File: src/rtl/result_write_arbiter_if.sv
// Requester-side handshake bus: NUM_REQ producers offering one word each per cycle.
// The master side holds data stable while valid is high and ready is low.
interface result_write_arbiter_if #(
  parameter int NUM_REQ = 4,
  parameter int WIDTH   = 32
);
  logic [NUM_REQ-1:0]       valid;
  logic [NUM_REQ*WIDTH-1:0] data;
  logic [NUM_REQ-1:0]       ready;

  modport master (output valid, output data, input ready);
  modport slave  (input valid, input data, output ready);
endinterface

File: src/rtl/result_write_arbiter.sv
// Round-robin arbiter that funnels NUM_REQ word producers into the single write port
// of the result storage, tracking the fill level and sequencing storage clears.
module result_write_arbiter #(
  parameter int NUM_REQ = 4,
  parameter int WIDTH   = 32,
  parameter int WORDS   = 8192,
  parameter int CNT_W   = $clog2(WORDS) + 1,
  parameter int IDX_W   = $clog2(NUM_REQ)
) (
  input  logic                     clk,
  input  logic                     reset,
  result_write_arbiter_if.slave    req,
  input  logic                     clear,
  output logic [WIDTH-1:0]         store_din,
  output logic                     store_we,
  output logic                     store_addr_reset,
  output logic [CNT_W-1:0]         word_count,
  output logic                     full,
  output logic [IDX_W-1:0]         last_src
);

  typedef enum logic [1:0] {RUN, CLR, FULL_ST} state_t;

  localparam logic [CNT_W-1:0] WORDS_C = CNT_W'(WORDS);
  localparam logic [IDX_W-1:0] LAST_IDX = IDX_W'(NUM_REQ - 1);

  state_t             state_reg, state_next;
  logic [IDX_W-1:0]   rr_ptr_reg, rr_ptr_next;
  logic [CNT_W-1:0]   word_count_reg, word_count_next;
  logic               full_reg, full_next;
  logic               store_we_reg;
  logic               store_addr_reset_reg;
  logic [WIDTH-1:0]   store_din_reg;
  logic [IDX_W-1:0]   last_src_reg;

  logic [WIDTH-1:0]   data_word [NUM_REQ];
  logic [IDX_W:0]     cand_sum  [NUM_REQ];
  logic [IDX_W-1:0]   cand_idx  [NUM_REQ];
  logic               grant_en;
  logic               found;
  logic               xfer;
  logic [IDX_W-1:0]   grant_idx;
  logic [NUM_REQ-1:0] grant;

  // Candidate k is the requester k positions after the round-robin pointer.
  generate
    for (genvar gi = 0; gi < NUM_REQ; gi++) begin : g_req
      assign data_word[gi] = req.data[gi*WIDTH +: WIDTH];
      assign cand_sum[gi]  = {1'b0, rr_ptr_reg} + (IDX_W+1)'(gi);
      assign cand_idx[gi]  = (cand_sum[gi] >= (IDX_W+1)'(NUM_REQ))
                             ? IDX_W'(cand_sum[gi] - (IDX_W+1)'(NUM_REQ))
                             : cand_sum[gi][IDX_W-1:0];
    end
  endgenerate

  assign grant_en = (state_reg == RUN) && !clear && (word_count_reg < WORDS_C);

  always_comb begin
    found     = 1'b0;
    grant_idx = '0;
    for (int k = 0; k < NUM_REQ; k++) begin
      if (!found && req.valid[cand_idx[k]]) begin
        found     = 1'b1;
        grant_idx = cand_idx[k];
      end
    end
    xfer  = found && grant_en;
    grant = xfer ? ({{(NUM_REQ-1){1'b0}}, 1'b1} << grant_idx) : '0;
  end

  assign req.ready = grant;

  always_comb begin
    state_next      = state_reg;
    word_count_next = word_count_reg;
    rr_ptr_next     = rr_ptr_reg;
    if (xfer) begin
      word_count_next = word_count_reg + 1'b1;
      rr_ptr_next     = (grant_idx == LAST_IDX) ? '0 : grant_idx + 1'b1;
    end
    case (state_reg)
      RUN: begin
        if (clear)
          state_next = CLR;
        else if (xfer && word_count_next == WORDS_C)
          state_next = FULL_ST;
      end
      FULL_ST: begin
        if (clear)
          state_next = CLR;
      end
      CLR: begin
        // The storage address is being reset this cycle, so the count follows it.
        word_count_next = '0;
        if (!clear)
          state_next = RUN;
      end
      default: state_next = RUN;
    endcase
    full_next = (word_count_next == WORDS_C);
  end

  always_ff @(posedge clk) begin
    if (reset) begin
      state_reg            <= RUN;
      rr_ptr_reg           <= '0;
      word_count_reg       <= '0;
      full_reg             <= 1'b0;
      store_we_reg         <= 1'b0;
      store_addr_reset_reg <= 1'b0;
      store_din_reg        <= '0;
      last_src_reg         <= '0;
    end else begin
      state_reg            <= state_next;
      rr_ptr_reg           <= rr_ptr_next;
      word_count_reg       <= word_count_next;
      full_reg             <= full_next;
      store_we_reg         <= xfer;
      store_addr_reset_reg <= (state_next == CLR);
      if (xfer) begin
        store_din_reg <= data_word[grant_idx];
        last_src_reg  <= grant_idx;
      end
    end
  end

  assign store_din        = store_din_reg;
  assign store_we         = store_we_reg;
  assign store_addr_reset = store_addr_reset_reg;
  assign word_count       = word_count_reg;
  assign full             = full_reg;
  assign last_src         = last_src_reg;

endmodule

File: src/flat_wrapper.sv
// flat-port wrapper written by rule: the top's interface ports become plain ports
module result_write_arbiter_flat 
#(
  parameter int NUM_REQ = 4,
  parameter int WIDTH   = 32,
  parameter int WORDS   = 8192,
  parameter int CNT_W   = $clog2(WORDS) + 1,
  parameter int IDX_W   = $clog2(NUM_REQ)
)
  (clk, reset, clear, store_din, store_we, store_addr_reset, word_count, full, last_src, req_valid, req_data, req_ready);
  result_write_arbiter_if #(.NUM_REQ(NUM_REQ), .WIDTH(WIDTH)) req_i ();
  input  logic clk;
  input  logic reset;
  input  logic clear;
  output logic [WIDTH-1:0] store_din;
  output logic store_we;
  output logic store_addr_reset;
  output logic [CNT_W-1:0] word_count;
  output logic full;
  output logic [IDX_W-1:0] last_src;
  input wire logic [$bits(req_i.valid)-1:0] req_valid;
  input wire logic [$bits(req_i.data)-1:0] req_data;
  output wire logic [$bits(req_i.ready)-1:0] req_ready;
  assign req_i.valid = req_valid;
  assign req_i.data = req_data;
  assign req_ready = req_i.ready;
  result_write_arbiter #(.NUM_REQ(NUM_REQ), .WIDTH(WIDTH), .WORDS(WORDS), .CNT_W(CNT_W), .IDX_W(IDX_W)) u_core (.clk(clk), .reset(reset), .req(req_i), .clear(clear), .store_din(store_din), .store_we(store_we), .store_addr_reset(store_addr_reset), .word_count(word_count), .full(full), .last_src(last_src));
endmodule
File: config.mk
export PLATFORM = sky130hd
export DESIGN_NAME = result_write_arbiter_flat
export DESIGN_NICKNAME = d
export VERILOG_FILES = /design/src/rtl/result_write_arbiter_if.sv /design/src/rtl/result_write_arbiter.sv /design/src/flat_wrapper.sv
export SDC_FILE = /design/constraint.sdc
export NUM_CORES = 1
export LEC_CHECK = 0
export ABC_CLOCK_PERIOD_IN_PS = 2350
export BUFFER_PORTS_ARGS = -buffer_cell sky130_fd_sc_hd__buf_2
export CORE_AREA = 2 2 97 99
export CTS_CLUSTER_SIZE = 16
export DETAILED_ROUTE_END_ITERATION = 8
export DIE_AREA = 0 0 99 101
export PLACE_DENSITY = 0.77
export REMOVE_ABC_BUFFERS = 1
export SYNTH_ARGS = -nofsm -noshare
export SYNTH_HDL_FRONTEND = slang
export SYNTH_SLANG_ARGS = --single-unit
File: constraint.sdc
create_clock -name clk -period 2.35 [get_ports clk]
set_input_delay 0.47 -clock clk [delete_from_list [all_inputs] [get_ports clk]]
set_output_delay 0.47 -clock clk [all_outputs]
set_load 0.02 [all_outputs]
==> metrics.md <==
| Metric | Value |
|---|---|
| Leakage | `0.002062 uW` |
| Switching Fraction | `35.62%` |
| Clock power frac | `21.3%` |
| Worst R2R Setup Slack | `0.13 ns` |
| Top FF cell, synth | `dfxtp_1` |
| EDFF count, synth | `0` |
| Max-cap violations | `0` |
| Area grow syn2layout | `37.23%` |
| Post-DRT Antenna Nets | `0` |
| Gpl congestion | `0.8971` |
| FMAX | `420.7 MHz` |
| Post-Syn Area | `3664 um^2` |
| Max-slew headroom | `54.73%` |
| Critical Path, Cell by Cell | `buf_4 > nand2b_4 > a21oi_4 > or3_4 > inv_4 > ha_4 > and3_4 > buf_6` |
| Top Family by Delay on Critical Path | `simple AND/OR/NAND/NOR gates` |
| Final slew viol count | `0` |
| Synth async-reset ratio | `0%` |
| Clk sinks | `55` |
| Critical Path RT | `1.88 ns` |
| Final Core Density | `56.00%` |
| Via/cell ratio | `6.142` |
| Final setup fails | `3` |
| Crit. path cell count | `8` |
| Worst r2r src | `u_core.rr_ptr_reg[1]` |
| Placed cell count | `710` |
| Clock Tree Buf Depth | `2` |
| Worst vdd ir | `0.0002178 V` |
| RSZ-0062 raised after global routing | `yes` |
| Hold Vio Cnt, Final | `0` |
| Initial antenna violation count | `0` |
| Initial DRC count | `172` |
| Initial core utilization | `40.81%` |
| Cell Pwr Density | `487.6 nW/um^2` |
| Routed vias | `4,459` |
| Reg-to-reg endpoint | `u_core.store_din[27]` |
| Worst Setup EP | `req_ready[3]` |
| Final wirelength | `12.79 mm` |
| Hold_buf cts | `0` |
| Synth Area per Inst | `8.461 um^2` |
| Num CTS Buffers | `5` |
| Clk_skew | `0.009124 ns` |
| Failing checks | `setup timing` |
| Worst-path fanout max | `5` |
| Io pins | `190` |
| CP arrival | `1.91 ns` |
| Die X | `99 um` |
| Root Buffer | `clkbuf_8` |
| Seq pwr share | `42.2%` |
| Cells after Synth | `433` |
| Drt drc | `0` |
| Worst-skew pair later-pin latency | `0.30 ns` |
| Worst Tran Pin Value | `0.6790 ns` |
| Final worst path period need | `2.377 ns` |
| Final period util | `101.2%` |
| CTS H-tree lvls | `2` |
| Max reg flops | `32` |
| Sequential area share after synthesis | `30.05%` |
| Yosys reg bits | `55` |
| ANT cells | `0` |
| Crit. Startpoint | `u_core.rr_ptr_reg[1]` |
| Kind of critical path | `register to output port` |
| Buf/Inv on CP | `3` |
| Crit path capture type | `output port` |
| Setup crit start kind | `register` |
| Final std cells w/o fill | `726` |
| Fin nets | `754` |
| Drt first pass iters | `5` |
| Worst Reg-to-Reg Cells | `8` |
| Final worst slack | `-0.02710 ns` |
| Power share of the combinational group | `36.5%` |
| Die Height | `101 um` |
| # rows | `35` |
| Hold crit path type | `input pin to register` |
| DP Wirelength | `9.096 mm` |
| Core Region | `8977 um^2` |
| Gr usage total | `24.67%` |
| Internal power | `1578 uW` |
| Net Switching | `873.2 uW` |
| IO buf count | `189` |
| Largest net degree at the start of global routing | `65` |
| Status | `finished, violations left` |
| Share of cells above drive strength 1 | `42.93%` |
| Die ar. | `9999 um^2` |
| Syn. warnings | `0` |
| CTS tree | `built` |
| Synth unique cells | `55` |
| CP max-delay cell | `dfxtp_4` |
| Number of global-route vias before repair | `4,297` |
| Clock-pin slew on the worst setup and hold paths | `0.10 ns` |
| Mean routed wirelength per cell | `17.62 um` |
| First-pass GRT wire length | `20.40 mm` |
| Gr ovfl total | `0` |
| PnR Total Power | `2451 uW` |
| Critical path's largest stage delay | `0.38 ns` |
-- cell type report --
type,instances,area [um^2]
Clock buffer,7,76.32
Clock inverter,1,5.005
Fill cell,806,3950
Inverter,9,36.28
Multi-Input combinational cell,318,2416
Sequential cell,55,1105
Tap cell,111,138.9
Timing Repair Buffer,225,1250
-- stage by stage --
stage,hold slack (ns),TNS [ns],instance area (um^2),setup WS (ns)
2_1_floorplan,0.5027,-95.71,3451,-3.027
3_3_place_gp,0.4521,-0.2190,4793,-0.09286
3_5_place_dp,0.4553,-0.8514,4793,-0.1796
4_1_cts,0.4043,-0.09925,4992,-0.02802
5_1_grt,0.4152,-0.3254,5027,-0.09259
6_report,0.4097,-0.07161,5027,-0.02710
-- Yosys cell counts (5+ instances only) --
master	instances	area share (%)
a211oi_1	65	13
a21oi_1	9	1.2
and3_1	7	1.2
buf_2	6	0.82
clkbuf_1	43	4.4
dfxtp_1	55	30
ha_1	5	1.7
inv_1	7	0.72
nand2_1	17	1.7
nand3_1	39	5.3
nor2_1	17	1.7
nor4b_1	64	15
o31ai_1	32	6.6
xnor2_1	5	1.2
xor2_1	5	1.2
-- power by group through the flow --
stage	Combinational (uW)	Clock [uW]	Sequential, uW
6_report	894	523	1030
5_1_grt	968	565	1040
4_1_cts	879	534	1030
3_5_place_dp	839	0	1050
3_3_place_gp	821	0	1050
2_1_floorplan	400	0	1130
-- placed cells by master, fill, tap and decap left out, types with 3 or more instances in the layout --
master and instances:
nor4b_1 64, a21oi_1 8, buf_4 36, nand3_1 39, nor4_4 3, xor2_1 5
and3_1 5, clkbuf_8 5, nor2_1 15, o31ai_1 32, nand4_1 4, buf_2 185
buf_6 3, inv_1 6, xnor2_1 5, a211oi_1 65, nand2_1 17, nor3_1 4
dfxtp_1 54
-- how the worst min path moves through the flow --
stage               cells after the start                 start  slack, ns                    to
floorplan                               2  u_core.rr_ptr_reg[0]       0.50  u_core.rr_ptr_reg[0]
global placement                        2  u_core.store_din[10]       0.45  u_core.store_din[10]
detailed placement                      2   u_core.store_din[9]       0.46   u_core.store_din[9]
CTS                                     2                 reset       0.40  u_core.rr_ptr_reg[1]
global route                            2                 reset       0.42  u_core.rr_ptr_reg[1]
finish                                  2                 reset       0.41  u_core.rr_ptr_reg[1]
-- metal layers --
layer / wire length, um / global-route usage [%] / up-vias
li1: - / - / 2074
met1: 5051 / 30.43 / 2134
met2: 6488 / 43.09 / 220
met3: 951 / 4.300 / 31
met4: 303 / 9.062 / 0
met5: 0 / 0 / -
-- cell families after synthesis --
| logic type | synth area share [%] |
|---|---|
| flip-flops | 30.05 |
| AND/OR/NAND/NOR | 33.06 |
| adder cells (fa/ha/maj) | 1.708 |
| buffers and inverters | 6.728 |
| AO/OA/AOI/OAI | 25.21 |
| XOR/XNOR | 2.391 |
| multiplexers | 0.8538 |
-- repair_timing --
action / 4_1_cts / 5_1_grt
cloned: 0 / 0
endpoints found under the setup margin: 4 / 4
hold endpoints to repair: 0 / 0
pin swaps: 5 / 3
setup buffers: 6 / 2
gates resized for setup: 18 / 5
Note: power is estimated with default switching activity, not from simulation.
